`config.mk`:
```
export PLATFORM = sky130hd
export DESIGN_NAME = datastream_analyzer_mc
export DESIGN_NICKNAME = d
export VERILOG_FILES = /design/src/rtl/datastream_analyzer_mc.sv
export SDC_FILE = /design/constraint.sdc
export NUM_CORES = 1
export LEC_CHECK = 0
export CORE_MARGIN = 10
export CORE_UTILIZATION = 60
export DETAILED_ROUTE_END_ITERATION = 10
export GPL_ROUTABILITY_DRIVEN = 0
export PLACE_DENSITY = 0.81
export SLEW_MARGIN = 30
export SYNTH_ARGS = -nofsm -noshare
export SYNTH_HDL_FRONTEND = slang
export SYNTH_SLANG_ARGS = --single-unit
```
`constraint.sdc`:
```
create_clock -name clk_i -period 6.14 [get_ports clk_i]
set_input_delay 0.614 -clock clk_i [delete_from_list [all_inputs] [get_ports clk_i]]
set_output_delay 0.614 -clock clk_i [all_outputs]
set_load 0.01 [all_outputs]
```
`src/rtl/datastream_analyzer_mc.sv`:
```
// rtl/datastream_analyzer_mc.sv - multi-channel run-of-equal-words analyzer with output FIFO
//
// Accepts channel-tagged words on a valid/ready handshake and tracks, per channel,
// the run length of identical consecutive words. Every accepted word is forwarded
// unchanged and in acceptance order through a FIFO. The frame flag is computed at
// acceptance and travels with the word.
//
// Ports:
//   clk_i    clock, rising edge
//   rst_i    asynchronous reset, active-low
//   data_i   input word            chan_i   channel id of data_i
//   valid_i  input word valid      ready_o  block can accept a word
//   data_o   FIFO head word        chan_o   channel id of data_o
//   frame_o  data_o completes a run of WINDOWSIZE equal words on chan_o
//   valid_o  output word valid     ready_i  downstream accepts output word
module datastream_analyzer_mc #(
  parameter int DATASIZE   = 8,
  parameter int WINDOWSIZE = 4,
  parameter int CHANNELS   = 4,
  parameter int FIFODEPTH  = 4,
  parameter int OVERLAP    = 0,
  parameter int ERRNO      = 0,
  localparam int CHANW     = (CHANNELS > 1) ? $clog2(CHANNELS) : 1
) (
  input  logic                clk_i,
  input  logic                rst_i,
  input  logic [DATASIZE-1:0] data_i,
  input  logic [CHANW-1:0]    chan_i,
  input  logic                valid_i,
  output logic                ready_o,
  output logic [DATASIZE-1:0] data_o,
  output logic [CHANW-1:0]    chan_o,
  output logic                frame_o,
  output logic                valid_o,
  input  logic                ready_i
);

  localparam int CNTW = $clog2(WINDOWSIZE + 1);
  localparam int AW   = $clog2(FIFODEPTH);
  localparam int EW   = DATASIZE + CHANW + 1;
  localparam logic [CNTW-1:0] WIN = CNTW'(WINDOWSIZE);

  logic [DATASIZE-1:0] last_q [CHANNELS];
  logic [CNTW-1:0]     cnt_q  [CHANNELS];
  logic [EW-1:0]       mem_q  [FIFODEPTH];
  logic [AW-1:0]       wr_ptr_q, rd_ptr_q;
  logic [AW:0]         count_q;

  logic                full, push, pop, chan_legal, match, frame_in;
  logic [DATASIZE-1:0] sel_last;
  logic [CNTW-1:0]     sel_cnt, ncnt, cnt_d;
  logic [EW-1:0]       head;

  assign full    = (count_q == (AW+1)'(FIFODEPTH));
  // ready_o is forced low while reset is asserted; no bypass path when full.
  assign ready_o = rst_i & ((ERRNO == 2) ? 1'b1 : !full);
  assign valid_o = (count_q != '0);
  assign push    = valid_i & ready_o;
  assign pop     = valid_o & ready_i;

  // Out-of-range channel ids are forwarded but never touch run state.
  assign chan_legal = (32'(chan_i) < CHANNELS);

  always_comb begin
    sel_last = '0;
    sel_cnt  = '0;
    for (int c = 0; c < CHANNELS; c++) begin
      if (CHANW'(c) == chan_i) begin
        sel_last = last_q[c];
        sel_cnt  = cnt_q[c];
      end
    end
  end

  // cnt==0 means "no run yet", so a first word never matches a reset last value.
  assign match    = (sel_cnt != '0) && (data_i == sel_last);
  assign ncnt     = !match ? CNTW'(1) :
                    (sel_cnt == WIN) ? WIN : CNTW'(sel_cnt + 1'b1);
  // Saturated counts (OVERLAP=1) keep ncnt at WIN, so one compare covers both modes.
  assign frame_in = chan_legal && (ncnt == WIN);
  assign cnt_d    = frame_in ? (((OVERLAP != 0) || (ERRNO == 1)) ? WIN : '0) : ncnt;

  always_ff @(posedge clk_i or negedge rst_i) begin
    if (!rst_i) begin
      for (int c = 0; c < CHANNELS; c++) begin
        last_q[c] <= '0;
        cnt_q[c]  <= '0;
      end
      wr_ptr_q <= '0;
      rd_ptr_q <= '0;
      count_q  <= '0;
    end else begin
      if (push) begin
        for (int c = 0; c < CHANNELS; c++) begin
          if (chan_legal && (CHANW'(c) == chan_i)) begin
            last_q[c] <= data_i;
            cnt_q[c]  <= cnt_d;
          end
        end
        wr_ptr_q <= wr_ptr_q + AW'(1);
      end
      if (pop) rd_ptr_q <= rd_ptr_q + AW'(1);
      case ({push, pop})
        2'b10:   count_q <= count_q + (AW+1)'(1);
        2'b01:   count_q <= count_q - (AW+1)'(1);
        default: count_q <= count_q;
      endcase
    end
  end

  // Storage needs no reset: entries are only visible while counted as occupied.
  always_ff @(posedge clk_i) begin
    if (push) mem_q[wr_ptr_q] <= {frame_in, chan_i, data_i};
  end

  assign head    = mem_q[rd_ptr_q];
  assign data_o  = valid_o ? head[DATASIZE-1:0] : '0;
  assign chan_o  = valid_o ? head[DATASIZE +: CHANW] : '0;
  assign frame_o = valid_o & head[EW-1];

endmodule

```
==> results of run 1 <==
-- report_power, final --
group	internal (W)	switching [W]	leakage [nW]	total, W
clock	0.000149	0.000215	0.0829	0.000365
combinational	0.000364	0.000241	0.793	0.000605
sequential	0.000810	0.000100	1.02	0.000911
total	0.00132	0.000557	1.89	0.00188
-- sequential cells by signal, indices dropped and copies added, names as in the netlist --
name	cells
rd_ptr_q	2
mem_q	44
cnt_q	12
last_q	32
wr_ptr_q	2
count_q	3
-- cells in the mapped netlist, drive strengths merged --
| cell | count | area share (%) |
|---|---|---|
| xor2 | 7 | 1.4 |
| ha | 7 | 2.0 |
| nor2 | 6 | 0.70 |
| inv | 9 | 0.78 |
| clkbuf | 1 | 0.087 |
| a41oi | 4 | 0.81 |
| buf | 11 | 1.9 |
| and4b | 1 | 0.23 |
| nand2 | 2 | 0.17 |
| and2 | 17 | 2.5 |
| dfrtp | 51 | 30 |
| or3 | 1 | 0.15 |
| nor3 | 2 | 0.49 |
| xnor2 | 8 | 1.6 |
| nor3b | 2 | 0.46 |
| fa | 1 | 0.46 |
| o21ai | 1 | 0.12 |
| and3 | 2 | 0.29 |
| a21o | 5 | 0.87 |
| edfxtp | 44 | 31 |
| nand4 | 1 | 0.15 |
| a41o | 4 | 0.93 |
| a21boi | 1 | 0.44 |
| mux4 | 22 | 12 |
| mux2 | 32 | 8.4 |
| nor2b | 10 | 1.5 |
| or3b | 1 | 0.20 |
| nor4bb | 4 | 0.93 |
| mux2i | 1 | 0.23 |
-- final cells by class --
class,instances,share of cell area (%)
Sequential cell,95,54.1
Clock buffer,10,2.66
Clock inverter,6,0.964
Tap cell,96,2.50
Inverter,9,0.704
Multi-Input combinational cell,142,33.4
Timing Repair Buffer,29,5.68
-- per-stage QoR --
| stage | power, W | cells | setup WS, ns |
|---|---|---|---|
| after floorplan | 0.00132 | 258 | 3.59 |
| after global placement | 0.00152 | 371 | 2.48 |
| after detailed placement | 0.00154 | 371 | 2.79 |
| after CTS | 0.00190 | 387 | 3.00 |
| after global routing | 0.00200 | 387 | 2.88 |
| final | 0.00188 | 387 | 3.06 |
-- routing by layer --
| layer | part of all wire [%] | vias up | GRT usage [%] |
|---|---|---|---|
| li1 | - | 1029 | - |
| met1 | 46 | 1153 | 17.8 |
| met2 | 48 | 41 | 22.1 |
| met3 | 3.6 | 13 | 2.89 |
| met4 | 2.1 | 0 | 6.27 |
| met5 | 0 | - | 0 |
-- cells by family (layout without fill, tap and decap cells) --
group	after synthesis	after routing	share of synthesized area, %
compound gates	15	15	3.16
xor+xnor	15	15	3.05
buf+inv	21	54	2.82
simple gates	49	49	7.69
fa+ha+maj	8	8	2.50
mux	55	55	20.5
flops	95	95	60.3
-- critical path, delay by kind of cell (launching register included) --
family | cells | cell delay, ns
DFF | 1 | 0.85
and+or+nand+nor | 1 | 0.17
muxes | 1 | 0.60
buffers and inverters | 1 | 0.47
-- path summary, 6_finish.rpt --
check	from	end	slack, ns	cells past startpoint
worst max-delay path	rd_ptr_q[0]	data_o[6]	3.06	3
worst min-delay path	rst_i	count_q[2]	0.36	2
worst max register to register	count_q[0]	count_q[2]	3.68	9
worst min register to register	count_q[2]	count_q[2]	0.50	1
max in group asynchronous	rst_i	cnt_q[5]	5.35	2
min in group clk_i	count_q[2]	count_q[2]	0.50	1
-- cell usage in the layout (no fill, tap or decap) --
master           Yosys  layout
clkinv_2             0       1
dfrtp_1             51      51
and4b_1              1       1
fa_1                 1       1
ha_1                 7       7
clkbuf_1             1       1
nor2b_1             10      10
xnor2_1              8       8
nor2_1               5       5
mux2_2              32      32
a41oi_1              4       4
buf_4                1       3
nor3_4               1       1
nor3_1               1       1
and2_1              17      17
mux4_1               5       5
clkdlybuf4s50_1      0      24
and3_1               2       2
a21boi_4             1       1
nor4bb_1             4       4
inv_6                0       1
clkbuf_8             0       9
nand2_1              2       2
edfxtp_1            44      44
nand4_1              1       1
a21o_1               5       5
buf_2                6       2
nor3b_4              0       1
mux2i_1              1       1
nor2_4               1       1
nor3b_2              1       1
or3b_1               1       1
inv_1                9       9
or3_1                1       1
mux4_2              17      17
xor2_1               7       7
o21ai_0              1       1
a41o_1               4       4
clkinvlp_4           0       2
clkinv_4             0       2
==> impl_metrics.yaml, run 1 <==
hold_path:
  min_path_type: "input port to asynchronous set/reset pin"
cts:
  ctsResizeCount: 0
  hold_buffers: 0
  post-cts-setup-buffers: 0
  cts_made_buffers: 9
  cts_root_buffer: "clkbuf_8"
  cts.sinks: 95
  clockBufferDepth: 2
  tritoncts: "built"
  clk_latency_ns: 0.36
  htreeDepth: 3
  clkTransAtPathRegs_ns: 0.08
sta:
  setup_viol: 0
  timing.final.crit_share_pct: 50.1
  fin_hold_ws_ns: 0.359
  timing.final.max_slew_violations: 0
  fmax_ghz: 0.325
  min_period_ns: 3.08
  tns_ns: 0
  worst_pin_slew_ns: 0.812
  finalHoldViolCount: 0
  slew-limit-headroom_pct: 45.7
  rsz0062_at_grt: "false"
  fin_skew_ns: 0.00836
detailed_routing:
  dr_total_vias: 2236
  ant_nets: 0
  first_pass_iters: 4
  drc: 0
  drt_iter0_markers: 119
  postRouteWirelength_mm: 7.23
  avgRoutedWirePerCell_um: 18.7
  vias_per_cell: 5.78
logic_synthesis:
  synth_seq_cells: 95
  synth_nets: 280
  synth.distinct_cells: 37
  synth_area_um2: 4310
  synth_area_per_cell_um2: 16.7
  syn_inst: 258
  ys_warn_count: 0
  synth-seq-area-share_pct: 60.3
global_route:
  gr-total-overflow: 0
  grt_pass1_vias: 2361
  grt_max_degree: 54
  grt_antenna_before_repair: 0
  grtUsageTotal_pct: 13.8
  grt_pass1_wl_mm: 12.1
critical_path:
  cpPeakStageDelay_ns: 0.85
  arrival_ns: 2.46
  slowest_stage: "dfrtp_1"
  critPathRequiredTime_ns: 5.53
  path_cells: "mux4_2 > and2_1 > clkdlybuf4s50_1"
  crit_type: "flip-flop to output pin"
  end_kind: "output pin"
  path_max_fanout: 13
  cp-start-kind: "flip-flop"
floorplanning:
  core_um2: 6910
  design.portCount: 27
  start_util_pct: 62.4
  placementRows: 30
  die_w_um: 105
  dieArea_um2: 11000
  die_h_um: 105
cells_and_area:
  design_area_um2: 4800
  drive_above_1_share_pct: 25.4
  utilization_pct: 69.5
  nets: 308
  register_area_um2: 2600
  multi_input_area_um2: 1600
  nFillCells: 499
  syn_to_final_growth_pct: 11.4
  antennaDiodeCount: 0
run:
  cap_violations: 0
power:
  power_per_cell_area_nw_per_um2: 392
  peakVddDrop_mv: 0.197
  p_leak_nw: 1.89
place:
  hpwlAfterDp_mm: 4.88
  portBuffers: 26
  placed_cell_area_um2: 4630
outcome:
  status: "complete, no violations"
Note: power is estimated with default switching activity, not from simulation.
==> inputs of run 2 (changes only) <==
- CORE_UTILIZATION: 60 -> 53
- PLACE_DENSITY: 0.81 -> 0.75
- clock period: 6.14 -> 2.5 ns (I/O delays scaled with it)
==> impl_metrics.yaml, run 2 (synthesis results as in run 1) <==
critical_path:
  end_kind: "output pin"
  critPathRequiredTime_ns: 2.25
  slowest_stage: "dfrtp_1"
  cp-start-kind: "flip-flop"
  arrival_ns: 2.15
  cpPeakStageDelay_ns: 0.72
  path_max_fanout: 12
  path_cells: "mux4_2 > and2_1 > clkdlybuf4s50_1"
  crit_type: "flip-flop to output pin"
  r2r_cells: 9
detailed_routing:
  avgRoutedWirePerCell_um: 18.3
  dr_total_vias: 2308
  vias_per_cell: 5.60
  drc: 0
  ant_nets: 0
  first_pass_iters: 4
  postRouteWirelength_mm: 7.54
  drt_iter0_markers: 87
floorplanning:
  core_um2: 7810
  design.portCount: 27
  start_util_pct: 55.2
  die_h_um: 110
  die_w_um: 110
  placementRows: 32
  dieArea_um2: 12100
sta:
  finalHoldViolCount: 0
  timing.final.crit_share_pct: 95.8
  worst_pin_slew_ns: 0.637
  min_period_ns: 2.40
  fin_hold_ws_ns: 0.0338
  setup_viol: 0
  slew-limit-headroom_pct: 57.5
  fmax_ghz: 0.417
  timing.final.max_slew_violations: 0
  rsz0062_at_grt: "false"
  fin_skew_ns: 0.00980
  tns_ns: 0
cts:
  htreeDepth: 3
  post-cts-setup-buffers: 0
  clockBufferDepth: 2
  cts_made_buffers: 9
  hold_buffers: 0
  tritoncts: "built"
  cts.sinks: 95
  clk_latency_ns: 0.36
  clkTransAtPathRegs_ns: 0.10
  cts_root_buffer: "clkbuf_8"
cells_and_area:
  regMostFlops: "mem_q"
  register_area_um2: 2600
  nets: 327
  antennaDiodeCount: 0
  largest_register_ffs: 44
  multi_input_area_um2: 1600
  final_cell_mix: "dfrtp_1 (51), edfxtp_1 (44), mux2_2 (32)"
  drive_above_1_share_pct: 30.6
  syn_to_final_growth_pct: 16.6
  design_area_um2: 5020
  reg_top3: "mem_q x44, last_q x32, cnt_q x12"
  layout_commonest_cell: "dfrtp_1"
  nFillCells: 575
global_route:
  grtUsageTotal_pct: 13.4
  grt_pass1_wl_mm: 12.3
  grt_max_degree: 52
  grt_antenna_before_repair: 0
  grt_util_met3_pct: 2.55
  gr-total-overflow: 0
  grt_use_met1_pct: 16.8
  busiest_layer: "met2"
  grt_pass1_vias: 2407
  use_met2_pct: 22.8
power:
  power_per_cell_area_nw_per_um2: 964
  power.total_w: 0.00485
  peakVddDrop_mv: 0.427
  p_leak_nw: 2.02
hold_path:
  min_path_type: "input port to asynchronous set/reset pin"
place:
  placed_cell_area_um2: 4800
  hpwlAfterDp_mm: 5.15
  portBuffers: 26
run:
  cap_violations: 0
outcome:
  status: "complete, no violations"
## run 2: cell count changes in the layout (fill, tap and decap cells not counted), sizes merged
| cell | previous run | this run |
|---|---|---|
| inv | 10 | 12 |
| bufinv | 0 | 1 |
| clkdlybuf4s50 | 24 | 25 |
| clkbuf | 10 | 9 |
| clkinvlp | 2 | 0 |
| buf | 5 | 23 |
## run 2: power by group
part	switching (W)	internal, W
combinational	0.000656	0.000949
clock	0.000574	0.000489
sequential	0.000189	0.00199
total	0.00142	0.00343
## run 2: timing repair
item	4_1_cts	5_1_grt
setup endpoints to repair	0	3
gates resized for setup	0	3
hold endpoints to repair	0	0
## run 2: cell type report
| cell class | count | area share (%) |
|---|---|---|
| flip-flops and latches | 95 | 51.7 |
| multi-input cells | 142 | 31.9 |
| repair buffers | 48 | 8.94 |
| well taps | 102 | 2.54 |
| clock buffers | 9 | 2.47 |
| clock inverters | 7 | 1.79 |
| inverters | 9 | 0.672 |
## run 2: path summary, 6_finish.rpt
path                                  start     endpoint  slack, ns
worst max-delay path            rd_ptr_q[1]    data_o[2]       0.10
worst min-delay path                  rst_i   last_q[26]       0.03
worst max register to register   count_q[0]   count_q[2]       0.25
worst min register to register   count_q[2]   count_q[2]       0.48
max in group asynchronous             rst_i     cnt_q[1]       2.03
min in group clk_i                    rst_i  wr_ptr_q[0]       0.43
## run 2: critical path: cells and delay by family, from the launching register on
family,cells,cell delay [ns]
flops,1,0.72
mux,1,0.41
buf+inv,1,0.48
simple gates,1,0.17
## run 2: through the flow
step,worst slack [ns],cells,util [%]
after global placement,-0.0919,396,61.5
after CTS,0.0387,412,64.2
final,0.104,412,64.4
after detailed placement,-0.173,396,61.5
after global routing,0.00926,412,64.4
after floorplan,0.280,258,-
## run 2: metal layers
metal / share of wire, % / wire length [um] / vias to the layer above
met5: 0 / 0 / -
met1: 45 / 3400 / 1201
met4: 1.1 / 84 / 0
li1: - / - / 1064
met2: 50 / 3800 / 34
met3: 3.4 / 254 / 9
